$ cat src/rtl/instruction_fetch.sv
// Instruction fetch stage: owns the fetch PC, issues one outstanding
// instruction-memory read at a time over a req/ack handshake, buffers the
// returned words in a small prefetch FIFO and presents {inst, inst_pc} to
// the core with valid/ready. Redirects flush the FIFO and retarget fetch.
module instruction_fetch #(
    parameter logic [31:0] RESET_PC = 32'h0000_0000,
    parameter int unsigned DEPTH    = 2
) (
    input  logic        clk,
    input  logic        rst,
    output logic        imem_req,
    output logic [31:0] imem_addr,
    input  logic        imem_ack,
    input  logic [31:0] imem_rdata,
    output logic        inst_valid,
    output logic [31:0] inst,
    output logic [31:0] inst_pc,
    input  logic        inst_ready,
    input  logic        redirect,
    input  logic [31:0] redirect_pc
);

    localparam int unsigned PW = (DEPTH > 1) ? $clog2(DEPTH) : 1;
    localparam int unsigned CW = $clog2(DEPTH + 1);

    typedef enum logic [1:0] {
        IDLE = 2'd0,
        REQ  = 2'd1,
        DROP = 2'd2
    } state_t;

    state_t        state, state_next;
    logic [31:0]   fetch_pc, fetch_pc_next;
    logic [31:0]   drop_addr, drop_addr_next;
    logic [PW-1:0] rd_ptr, wr_ptr;
    logic [CW-1:0] count, count_after, count_next;
    logic          push, pop;
    logic [31:0]   mem_inst [DEPTH];
    logic [31:0]   mem_pc   [DEPTH];
    logic          unused_rpc_lsbs;

    // Word alignment discards the low redirect bits.
    always_comb unused_rpc_lsbs = ^redirect_pc[1:0];

    // Handshake decode and FIFO occupancy; a redirect cancels push and pop.
    always_comb begin
        inst_valid  = (count != '0);
        pop         = inst_valid && inst_ready && !redirect;
        push        = (state == REQ) && imem_ack && !redirect;
        count_after = count + CW'(push) - CW'(pop);
        count_next  = redirect ? '0 : count_after;
        imem_req    = (state != IDLE);
        imem_addr   = (state == DROP) ? drop_addr : fetch_pc;
        inst        = inst_valid ? mem_inst[rd_ptr] : '0;
        inst_pc     = inst_valid ? mem_pc[rd_ptr]   : '0;
    end

    // Next-state logic: requests are only issued when the FIFO has room,
    // so a push can never land on a full FIFO.
    always_comb begin
        state_next     = state;
        fetch_pc_next  = fetch_pc;
        drop_addr_next = drop_addr;
        case (state)
            IDLE: begin
                if (count_after < CW'(DEPTH)) state_next = REQ;
            end
            REQ: begin
                if (imem_ack) begin
                    fetch_pc_next = fetch_pc + 32'd4;
                    state_next    = (count_after < CW'(DEPTH)) ? REQ : IDLE;
                end
            end
            DROP: begin
                if (imem_ack) state_next = REQ;
            end
            default: state_next = IDLE;
        endcase
        if (redirect) begin
            fetch_pc_next = {redirect_pc[31:2], 2'b00};
            case (state)
                REQ: begin
                    // A pending request is never withdrawn: remember its
                    // address and swallow its data when it finally returns.
                    if (imem_ack) begin
                        state_next = REQ;
                    end else begin
                        state_next     = DROP;
                        drop_addr_next = fetch_pc;
                    end
                end
                // If the dropped transfer completes in the redirect cycle
                // there is nothing left to discard, so fetch the new target.
                DROP:    state_next = imem_ack ? REQ : DROP;
                default: state_next = REQ;
            endcase
        end
    end

    // Control state, fetch PC and FIFO pointers.
    always_ff @(posedge clk or posedge rst) begin
        if (rst) begin
            state     <= IDLE;
            fetch_pc  <= RESET_PC;
            drop_addr <= RESET_PC;
            count     <= '0;
            rd_ptr    <= '0;
            wr_ptr    <= '0;
        end else begin
            state     <= state_next;
            fetch_pc  <= fetch_pc_next;
            drop_addr <= drop_addr_next;
            count     <= count_next;
            if (redirect) begin
                rd_ptr <= '0;
                wr_ptr <= '0;
            end else begin
                if (push) wr_ptr <= wr_ptr + PW'(1);
                if (pop)  rd_ptr <= rd_ptr + PW'(1);
            end
        end
    end

    // FIFO storage; contents are qualified by count, so no reset is needed.
    always_ff @(posedge clk) begin
        if (push) begin
            mem_inst[wr_ptr] <= imem_rdata;
            mem_pc[wr_ptr]   <= fetch_pc;
        end
    end

endmodule

$ cat config.mk
export PLATFORM = sky130hd
export DESIGN_NAME = instruction_fetch
export DESIGN_NICKNAME = d
export VERILOG_FILES = /design/src/rtl/instruction_fetch.sv
export SDC_FILE = /design/constraint.sdc
export NUM_CORES = 1
export LEC_CHECK = 0
export ABC_AREA = 1
export CORE_ASPECT_RATIO = 0.8
export CORE_MARGIN = 2
export CORE_UTILIZATION = 52
export CTS_CLUSTER_SIZE = 28
export DETAILED_ROUTE_END_ITERATION = 16
export GPL_TIMING_DRIVEN = 0
export PLACE_DENSITY = 0.8
export SLEW_MARGIN = 20
export SYNTH_ARGS = -nofsm -noshare
export SYNTH_HDL_FRONTEND = slang
export SYNTH_SLANG_ARGS = --single-unit
$ cat constraint.sdc
create_clock -name clk -period 5.7 [get_ports clk]
set_input_delay 1.14 -clock clk [delete_from_list [all_inputs] [get_ports clk]]
set_output_delay 1.14 -clock clk [all_outputs]
set_load 0.01 [all_outputs]
==> out/metrics.yaml, run 1 <==
cts_max_path_buffers: 2
drtAntennaViolNets: 0
finalInstanceArea_um2: 11200
worstPathCellList: "inv_1 -> ha_1 -> clkbuf_1 -> clkbuf_1 -> nand2_1 -> o21ai_0 -> clkdlybuf4s50_1"
clock_sinks: 190
cpMaxStageDelayCell: "clkdlybuf4s50_1"
holdBufCountCts: 0
period_share_pct: 66.5
critPathMostFrequentCell: "clkbuf_1"
clkTransAtPathRegs_ns: 0.07
die_x_um: 148
worstSkewPairLatency_ns: 0.43
ys_seq_area_share_pct: 62.5
antenna_cells: 0
numCtsBuffers: 17
power.total_w: 0.00460
start_util_pct: 52.5
cp-end-kind: "output pin"
fill_cells: 1199
place.detailed.hpwl_mm: 15.9
port_buffers: 160
period_needed_ns: 3.79
netlist_area_um2: 8600
grt_pass1_wl_mm: 34.6
tritoncts: "done"
timing.hold.ws_ns: 0.493
num_io_pins: 167
clock.fmax_ghz: 0.264
drive_gt1_share_pct: 6.76
worstPathRequired_ns: 4.56
htreeDepth: 4
status: "finished clean"
row_count: 42
grt_overflow_total: 0
power.density_nw_per_um2: 412
final_common_cell: "nand2_1"
drc: 0
yosysTopAreaCellShare_pct: 43.3
die-height_um: 119
fin_skew_ns: 0.0131
drv_cap: 0
rsz0062_at_grt: "no"
via_count: 7093
layout_common_cells: "nand2_1, clkdlybuf4s50_1, edfxtp_1"
path_max_fanout: 10
core-area_um2: 16400
ys_seq_elements: 190
placed_cell_area_um2: 10600
p_leak_nw: 4.44
grt_max_degree: 58
routed_via_density: 5.34
crit_path_max_incr_delay_ns: 0.59
yosysUniqueCellTypes: 28
cts-root-buf: "clkbuf_16"
syn_area_per_cell_um2: 9.47
hold_viol: 0
ys_top_cells_by_area: "edfxtp_1, dfrtp_1, nand2_1"
critical_path_class: "reg -> out"
antenna_found_initial: 0
die_area_um2: 17600
globalplace.congestion: 0.875
post_cts_buffers: 0
ir_worst_vdd_v: 0.000323
critical_path_arrival_ns: 2.65
grt_pass1_vias: 6690
tightest_slew_ns: 0.922
synth_cells: 909
synth_area_leader_cell: "edfxtp_1"
grt.total_usage_pct: 25.8
yosys_warnings: 0
drt_first_pass_iters: 5
routed_wl_mm: 22.4
area_delta_synth_final_pct: 29.9
final-setup-viol-count: 0
nets: 1172
final_util_pct: 68.2
min_path_type: "reg -> reg"
wl_per_cell_um: 16.8
report.final.slew_viol_count: 0
relSlewSlack_pct: 38.3
drtIter0Drc: 680
startpoint_type: "flop"
cts_resized: 0
[final timing paths]
kind | end | startpoint | slack (ns) | cells after the start
worst min-delay path | drop_addr[25]$_DFFE_PP0P_ | drop_addr[25]$_DFFE_PP0P_ | 0.49 | 2
worst min register to register | drop_addr[25]$_DFFE_PP0P_ | drop_addr[25]$_DFFE_PP0P_ | 0.49 | 2
worst max-delay path | imem_addr[24] | state[0]$_DFFE_PP0P_ | 1.91 | 7
min in group asynchronous | fetch_pc[29]$_DFFE_PP0P_ | rst | 0.97 | 2
max in group asynchronous | fetch_pc[25]$_DFFE_PP0P_ | rst | 4.21 | 3
worst max register to register | mem_inst[1][0]$_DFFE_PP_ | state[1]$_DFFE_PP0P_ | 2.99 | 9
[logic make-up after synthesis]
family | after synthesis | synth area share (%)
buf+inv | 109 | 5.06
fa+ha+maj | 7 | 1.02
simple gates | 443 | 21.4
flops | 190 | 62.5
other cells | 1 | 0.0436
xor+xnor | 6 | 0.611
compound gates | 153 | 9.36
[state kept, by name, summed over array words and instances, names as in the netlist]
register / flops
state: 2
wr_ptr: 1
mem_pc: 60
drop_addr: 30
fetch_pc: 30
rd_ptr: 1
mem_inst: 64
count: 2
[layout make-up]
class | count | area, um2 | area share [%]
buffer | 45 | 195 | 1.75
clock buffer | 18 | 429 | 3.84
clock inverter | 14 | 108 | 0.963
inverter | 64 | 243 | 2.17
multi-input combinational | 613 | 2820 | 25.2
sequential | 190 | 5380 | 48.1
tap | 220 | 275 | 2.46
timing repair buffer | 165 | 1730 | 15.5
[synth_stat cells]
master and n:
nand2_4 2, nor2_2 7, dfrtp_1 66, a21oi_2 1
o221ai_1 1, nor2_1 40, clkinv_1 1, inv_2 4
xor2_1 6, conb_1 1, nand2_2 5, o21ai_0 71
clkbuf_1 31, nor2_8 1, o21bai_1 3, a21oi_1 68
o311ai_1 2, buf_2 6, nand4_1 4, inv_1 59
nand3_1 46, nand2_1 331, buf_4 5, ha_1 7
buf_1 3, edfxtp_1 124, nor2_4 7, o211ai_1 7
[worst max-delay path: cells and delay by family (launching register included)]
family	cells	cell delay, ns
flip-flops	1	0.41
AND/OR/NAND/NOR	1	0.12
AO/OA/AOI/OAI	1	0.13
buffers and inverters	4	1.41
adder cells (fa/ha/maj)	1	0.14
[where the power goes]
group          switching (W)  internal [W]
registers           0.000186       0.00175
clock network       0.000524      0.000565
logic               0.000904      0.000669
total                0.00161       0.00299
[metal layers]
metal  part of all wire (%)  track usage [%]  vias up
met4                    1.8             7.74        0
met1                     42             35.2     3316
met5                      0                0        -
li1                       -                -     3383
met3                    9.8             7.13       32
met2                     46             40.7      362
[through the flow]
stage,setup TNS (ns),setup WS (ns),std cells
6_report,0,1.91,1329
5_1_grt,0,1.76,1329
4_1_cts,0,1.90,1329
3_5_place_dp,0,2.02,1297
3_3_place_gp,-111.50,-0.922,1292
2_1_floorplan,0,0.985,912
Power figures use the tool's default switching activity.
==> run 2, diff against run 1 <==
--- a/config.mk
+++ b/config.mk
@@ -8,11 +8,11 @@
 export ABC_AREA = 1
 export CORE_ASPECT_RATIO = 0.8
 export CORE_MARGIN = 2
-export CORE_UTILIZATION = 52
+export CORE_UTILIZATION = 47
 export CTS_CLUSTER_SIZE = 28
 export DETAILED_ROUTE_END_ITERATION = 16
 export GPL_TIMING_DRIVEN = 0
-export PLACE_DENSITY = 0.8
+export PLACE_DENSITY = 0.76
 export SLEW_MARGIN = 20
 export SYNTH_ARGS = -nofsm -noshare
 export SYNTH_HDL_FRONTEND = slang
==> constraint.sdc (replaced) <==
create_clock -name clk -period 3.2 [get_ports clk]
set_input_delay 0.64 -clock clk [delete_from_list [all_inputs] [get_ports clk]]
set_output_delay 0.64 -clock clk [all_outputs]
set_load 0.01 [all_outputs]
==> run 2 against run 1 <==
  * Non-clock buffer count unchanged
  * Worst hold slack got worse by 0.0026 ns
  * Sequential power up 77%
  * Critical path type unchanged
  * Critical path depth down 1
  * Design area rose by 0.82%
  * First-iteration DRC count decreased by 15%
  * Combinational power is 80% higher
  * Register-to-register slack got worse by 2.6 ns
  * Die area grew 10%
  * Power is 81% higher
  * Sequential share of layout area decreased by 0.39 points
  * Largest power group unchanged
==> out/metrics.yaml, run 2 (synthesis gave the netlist of run 1 again) <==
met3_length_mm: 2.11  # -4.5%
grt_max_degree: 39  # -33%
relSlewSlack_pct: 49.3  # +11 points
htreeDepth: 4  # unchanged
path_max_fanout: 10  # unchanged
drtAntennaViolNets: 0  # unchanged
sw_frac_of_total_pct: 35.5  # +0.46 points
wl_met1_mm: 9.89  # +4.1%
grt_pass1_vias: 6749  # +0.88%
cpMaxStageDelayCell: "clkdlybuf4s50_1"
crit_path_max_incr_delay_ns: 0.60  # about the same
die_area_um2: 19400  # +10%
core-area_um2: 18100  # +10%
holdBufCountCts: 0  # unchanged
clock_sinks: 190  # unchanged
final_common_cell: "nand2_1"
largest_reg_flops: 64  # unchanged
maxUsedRoutingLayer: "met4"
seq_power_share_pct: 41.2  # -0.9 points
place.detailed.hpwl_mm: 16.2  # +1.7%
period_share_pct: 96.0
finalInstanceArea_um2: 11300  # +0.82%
tritoncts: "done"
rsz0062_at_grt: "no"
clkPwrFrac_pct: 24.9  # +1.2 points
post_cts_buffers: 0  # unchanged
critical_path_class: "reg -> out"
tightest_slew_ns: 0.758  # -0.164 ns
wl_met2_mm: 10.1  # -2.1%
finalSetupTns_ns: 0  # unchanged
p_sw_w: 0.00297  # +84%
top_regs: "mem_inst (64), mem_pc (60)"
min_path_type: "reg -> reg"
p_comb_share_pct: 33.9  # -0.3 points
fill_cells: 1445  # +21%
worstPathRequired_ns: 2.56  # -2.00 ns
placed_cell_area_um2: 10700  # +0.31%
fin_skew_ns: 0.00882  # -0.00425 ns
final-setup-viol-count: 0  # unchanged
power.density_nw_per_um2: 741  # +80%
critical_path_arrival_ns: 2.43  # -0.22 ns
start_util_pct: 47.7  # -4.8 points
cp-end-kind: "output pin"
hold_viol: 0  # unchanged
cts-root-buf: "clkbuf_16"
port_buffers: 160  # unchanged
drc: 0  # unchanged
routed_wl_mm: 22.5  # +0.41%
routed_via_density: 5.31  # -0.44%
numCtsBuffers: 17  # unchanged
drive_gt1_share_pct: 8.21  # +1.4 points
worstPathCellList: "inv_1 -> ha_1 -> clkbuf_2 -> nand2_1 -> o21ai_0 -> clkdlybuf4s50_1"
area_delta_synth_final_pct: 31.0
die_x_um: 155  # +5.0%
ir_worst_vdd_v: 0.000408  # +26%
clkTransAtPathRegs_ns: 0.07  # about the same
grt.total_usage_pct: 23.6  # -2.2 points
wl_per_cell_um: 16.8  # -0.34%
startpoint_type: "flop"
clock.fmax_ghz: 0.326
drv_cap: 0  # unchanged
report.final.slew_viol_count: 0  # unchanged
worstSkewPairLatency_ns: 0.44  # about the same
globalplace.congestion: 0.862  # -1.6%
status: "finished clean"
p_leak_nw: 4.50  # +1.5%
grt_pass1_wl_mm: 35.1  # +1.4%
num_io_pins: 167  # unchanged
period_needed_ns: 3.07
row_count: 44  # +4.8%
die-height_um: 125  # +5.0%
power.internal_w: 0.00538  # +80%
antenna_cells: 0  # unchanged
max_flop_register: "mem_inst"
seq_area_um2: 5380  # unchanged
cts_max_path_buffers: 2  # unchanged
layout_common_cells: "nand2_1, clkdlybuf4s50_1, edfxtp_1"
antenna_found_initial: 0  # unchanged
drt_first_pass_iters: 6  # +1
multi_input_area_um2: 2820  # about the same
timing.hold.ws_ns: 0.490  # -0.00263 ns
grt_overflow_total: 0  # unchanged
via_count: 7115  # +0.31%
nets: 1172  # unchanged
drtIter0Drc: 581  # -15%
[run 2: what timing repair did]
action | in CTS | in global routing
resized for setup | 6 | 12
endpoints found under the setup margin | 78 | 62
pin swaps | 0 | 0
[run 2: path summary, 6_finish.rpt]
kind | startpoint | to | slack, ns | cells past startpoint
setup / recovery | state[0]$_DFFE_PP0P_ | imem_addr[6] | 0.13 | 6
hold / removal | drop_addr[11]$_DFFE_PP0P_ | drop_addr[11]$_DFFE_PP0P_ | 0.49 | 2
setup reg to reg | state[1]$_DFFE_PP0P_ | mem_inst[1][2]$_DFFE_PP_ | 0.44 | 9
hold reg to reg | drop_addr[11]$_DFFE_PP0P_ | drop_addr[11]$_DFFE_PP0P_ | 0.49 | 2
max in group asynchronous | rst | wr_ptr$_DFFE_PP0P_ | 2.11 | 3
min in group asynchronous | rst | drop_addr[27]$_DFFE_PP0P_ | 0.56 | 2
[run 2: power groups by stage]
stage	sequential, W	clock, W	combinational, W
floorplan	0.00339	0	0.00143
global placement	0.00346	0	0.00269
detailed placement	0.00348	0	0.00280
CTS	0.00343	0.00210	0.00283
global route	0.00349	0.00220	0.00311
finish	0.00344	0.00208	0.00283
[run 2: area by class of cell]
cell class,count,share of cell area [%]
timing repair buffer,166,15.5
inverter,64,2.15
multi-input combinational,613,25.1
clock buffer,17,3.78
clock inverter,15,1.40
tap,230,2.55
buffer,44,1.82
sequential,190,47.7
[run 2: worst max-delay path, delay by kind of cell (launching register included)]
kind,cells,cell delay (ns)
buffers and inverters,3,0.99
flip-flops,1,0.41
adder cells (fa/ha/maj),1,0.34
AO/OA/AOI/OAI,1,0.15
AND/OR/NAND/NOR,1,0.08
[run 2: per-stage QoR]
step / utilization, % / setup slack (ns) / cells / total power (W)
2_1_floorplan: - / 0.0346 / 912 / 0.00482
3_3_place_gp: 58.2 / -1.42 / 1302 / 0.00615
3_5_place_dp: 59.1 / -0.0214 / 1308 / 0.00627
4_1_cts: 62.4 / 0.0361 / 1340 / 0.00836
5_1_grt: 62.4 / 0.00206 / 1339 / 0.00880
6_report: 62.4 / 0.129 / 1339 / 0.00835
[run 2: metal layers]
layer,up-vias,GRT usage [%]
li1,3381,-
met1,3360,32.5
met2,337,37.0
met3,37,6.27
met4,0,7.39
met5,-,0
==> run 3, diff against run 2 <==
--- a/config.mk
+++ b/config.mk
@@ -8,11 +8,11 @@
 export ABC_AREA = 1
 export CORE_ASPECT_RATIO = 0.8
 export CORE_MARGIN = 2
-export CORE_UTILIZATION = 47
+export CORE_UTILIZATION = 45
 export CTS_CLUSTER_SIZE = 28
 export DETAILED_ROUTE_END_ITERATION = 16
 export GPL_TIMING_DRIVEN = 0
-export PLACE_DENSITY = 0.76
+export PLACE_DENSITY = 0.74
 export SLEW_MARGIN = 20
 export SYNTH_ARGS = -nofsm -noshare
 export SYNTH_HDL_FRONTEND = slang
==> run 3 against run 2 <==
  * First-iteration DRC count shrank 1.4%
  * Worst setup slack improved by 0.024 ns
  * Register-to-register slack worse by 0.05 ns
  * Clock-buffer cell count stayed put
  * Power shrank 0.28%
  * Flip-flop and latch count is the same
  * Maximum frequency grew 0.79%
  * Die area grew 4.3%
  * Clock skew rose by 0.0012 ns
  * Critical endpoint is now inst_pc[3]
==> out/metrics.yaml, run 3 (synthesis gave the netlist of run 1 again) <==
status: "finished clean"
clkTransAtPathRegs_ns: 0.07  # about the same
fin_skew_ns: 0.0100  # +0.00123 ns
port_buffers: 160  # unchanged
grt_pass1_wl_mm: 35.3  # +0.57%
tritoncts: "done"
hold_viol: 0  # unchanged
dp_slack_ns: 0.000362  # +0.0217 ns
largest_reg_flops: 64  # unchanged
drtAntennaViolNets: 0  # unchanged
grt_max_degree: 35  # -10%
drv_cap: 0  # unchanged
drt_first_pass_iters: 5  # -1
report.final.slew_viol_count: 0  # unchanged
grt.total_usage_pct: 23.1  # -0.48 points
clock_sinks: 190  # unchanged
clock.fmax_ghz: 0.328  # +0.79%
cts-root-buf: "clkbuf_16"
fill_cells: 1550  # +7.3%
relSlewSlack_pct: 45.8  # -3.5 points
clkPwrFrac_pct: 24.8  # about the same
p_leak_nw: 4.47  # -0.75%
seq_power_share_pct: 41.3  # about the same
final_util_pct: 59.7  # -2.7 points
grt_pass1_vias: 6775  # +0.39%
htreeDepth: 4  # unchanged
final_common_cell: "nand2_1"
routed_wl_mm: 22.7  # +1.0%
final-setup-viol-count: 0  # unchanged
p_comb_share_pct: 33.9  # about the same
path_max_fanout: 10  # unchanged
period_share_pct: 95.2  # -0.75 points
min_path_type: "reg -> reg"
sw_frac_of_total_pct: 35.6  # +0.061 points
p_sw_w: 0.00296  # -0.11%
cp-end-kind: "output pin"
finalInstanceArea_um2: 11300  # about the same
top_regs: "mem_inst (64), mem_pc (60)"
maxUsedRoutingLayer: "met4"
die_area_um2: 20300  # +4.3%
crit_path_max_incr_delay_ns: 0.56  # -0.04 ns
timing.hold.ws_ns: 0.487  # -0.00315 ns
start_util_pct: 45.6  # -2.0 points
row_count: 45  # +2.3%
tightest_slew_ns: 0.810  # +0.0520 ns
critical_path_class: "reg -> out"
routed_via_density: 5.11  # -3.8%
antenna_cells: 0  # unchanged
wl_met1_mm: 10.1  # +1.8%
worstPathCellList: "buf_2 -> clkbuf_1 -> nand2_1 -> a21oi_1 -> clkdlybuf4s50_1"
layout_common_cells: "nand2_1, clkdlybuf4s50_1, edfxtp_1"
wl_per_cell_um: 16.6  # -0.99%
period_needed_ns: 3.05  # -0.0240 ns
antenna_found_initial: 0  # unchanged
globalplace.congestion: 0.948  # +10%
holdBufCountCts: 0  # unchanged
max_flop_register: "mem_inst"
core-area_um2: 18900  # +4.5%
cts_max_path_buffers: 2  # unchanged
power.density_nw_per_um2: 739  # -0.26%
die-height_um: 128  # +2.1%
drive_gt1_share_pct: 7.94  # -0.26 points
critical_path_arrival_ns: 2.41  # -0.02 ns
cpMaxStageDelayCell: "clkdlybuf4s50_1"
ir_worst_vdd_v: 0.000401  # -1.8%
met3_length_mm: 2.23  # +5.8%
via_count: 6985  # -1.8%
worstSkewPairLatency_ns: 0.44  # about the same
area_delta_synth_final_pct: 30.9  # about the same
placed_cell_area_um2: 10700  # about the same
power.internal_w: 0.00536  # -0.37%
drc: 0  # unchanged
num_io_pins: 167  # unchanged
grt_overflow_total: 0  # unchanged
place.detailed.hpwl_mm: 16.4  # +1.5%
setup_ws_ns: 0.153  # +0.0240 ns
drtIter0Drc: 573  # -1.4%
numCtsBuffers: 17  # unchanged
nets: 1171  # -0.085%
post_cts_buffers: 0  # unchanged
die_x_um: 159  # +2.1%
startpoint_type: "flop"
rsz0062_at_grt: "no"
worstPathRequired_ns: 2.56  # about the same
power.total_w: 0.00833  # -0.28%
wl_met2_mm: 10.1  # +0.74%
run 3: final timing paths:
check | startpoint | to | slack [ns] | depth (start not counted)
worst min register to register | drop_addr[25]$_DFFE_PP0P_ | drop_addr[25]$_DFFE_PP0P_ | 0.49 | 2
worst max-delay path | rd_ptr$_DFFE_PP0P_ | inst_pc[3] | 0.15 | 5
worst max register to register | state[1]$_DFFE_PP0P_ | mem_inst[0][4]$_DFFE_PP_ | 0.39 | 9
worst min-delay path | drop_addr[25]$_DFFE_PP0P_ | drop_addr[25]$_DFFE_PP0P_ | 0.49 | 2
max in group asynchronous | rst | fetch_pc[27]$_DFFE_PP0P_ | 2.09 | 3
min in group asynchronous | rst | drop_addr[9]$_DFFE_PP0P_ | 0.56 | 2
run 3: critical path: cells and delay by family (launching register included):
| family | cells | cell delay [ns] |
|---|---|---|
| AO/OA/AOI/OAI | 1 | 0.22 |
| buffers and inverters | 3 | 1.25 |
| flip-flops | 1 | 0.34 |
| AND/OR/NAND/NOR | 1 | 0.15 |
run 3: area by class of cell:
type                    count  area, um2  area share, %
flip-flops and latches    190       5380           47.7
multi-input cells         613       2830           25.1
repair buffers            165       1720           15.3
clock buffers              17        425           3.78
well taps                 258        323           2.87
inverters                  64        243           2.15
plain buffers              44        203           1.80
clock inverters            15        148           1.31
run 3: per-stage QoR:
step | cells | setup TNS, ns
global placement | 1330 | -200.50
global route | 1366 | 0
floorplan | 912 | 0
detailed placement | 1335 | 0
finish | 1366 | 0
CTS | 1367 | 0
run 3: power groups by stage:
stage               Clock (W)  Combinational, W  Sequential, W
floorplan                   0           0.00143        0.00339
global placement            0           0.00269        0.00347
detailed placement          0           0.00279        0.00348
CTS                   0.00209           0.00282        0.00343
global route          0.00220           0.00311        0.00350
finish                0.00206           0.00282        0.00344
run 3: repair_timing:
item / in CTS / in global routing
endpoints found under the setup margin: 61 / 70
resized for setup: 3 / 15
cloned: 0 / 0
pin swaps: 0 / 0
run 3: per-layer routing:
| layer | vias to the layer above | global-route usage [%] |
|---|---|---|
| li1 | 3380 | - |
| met1 | 3276 | 32.3 |
| met2 | 310 | 36.3 |
| met3 | 19 | 5.88 |
| met4 | 0 | 5.88 |
| met5 | - | 0 |
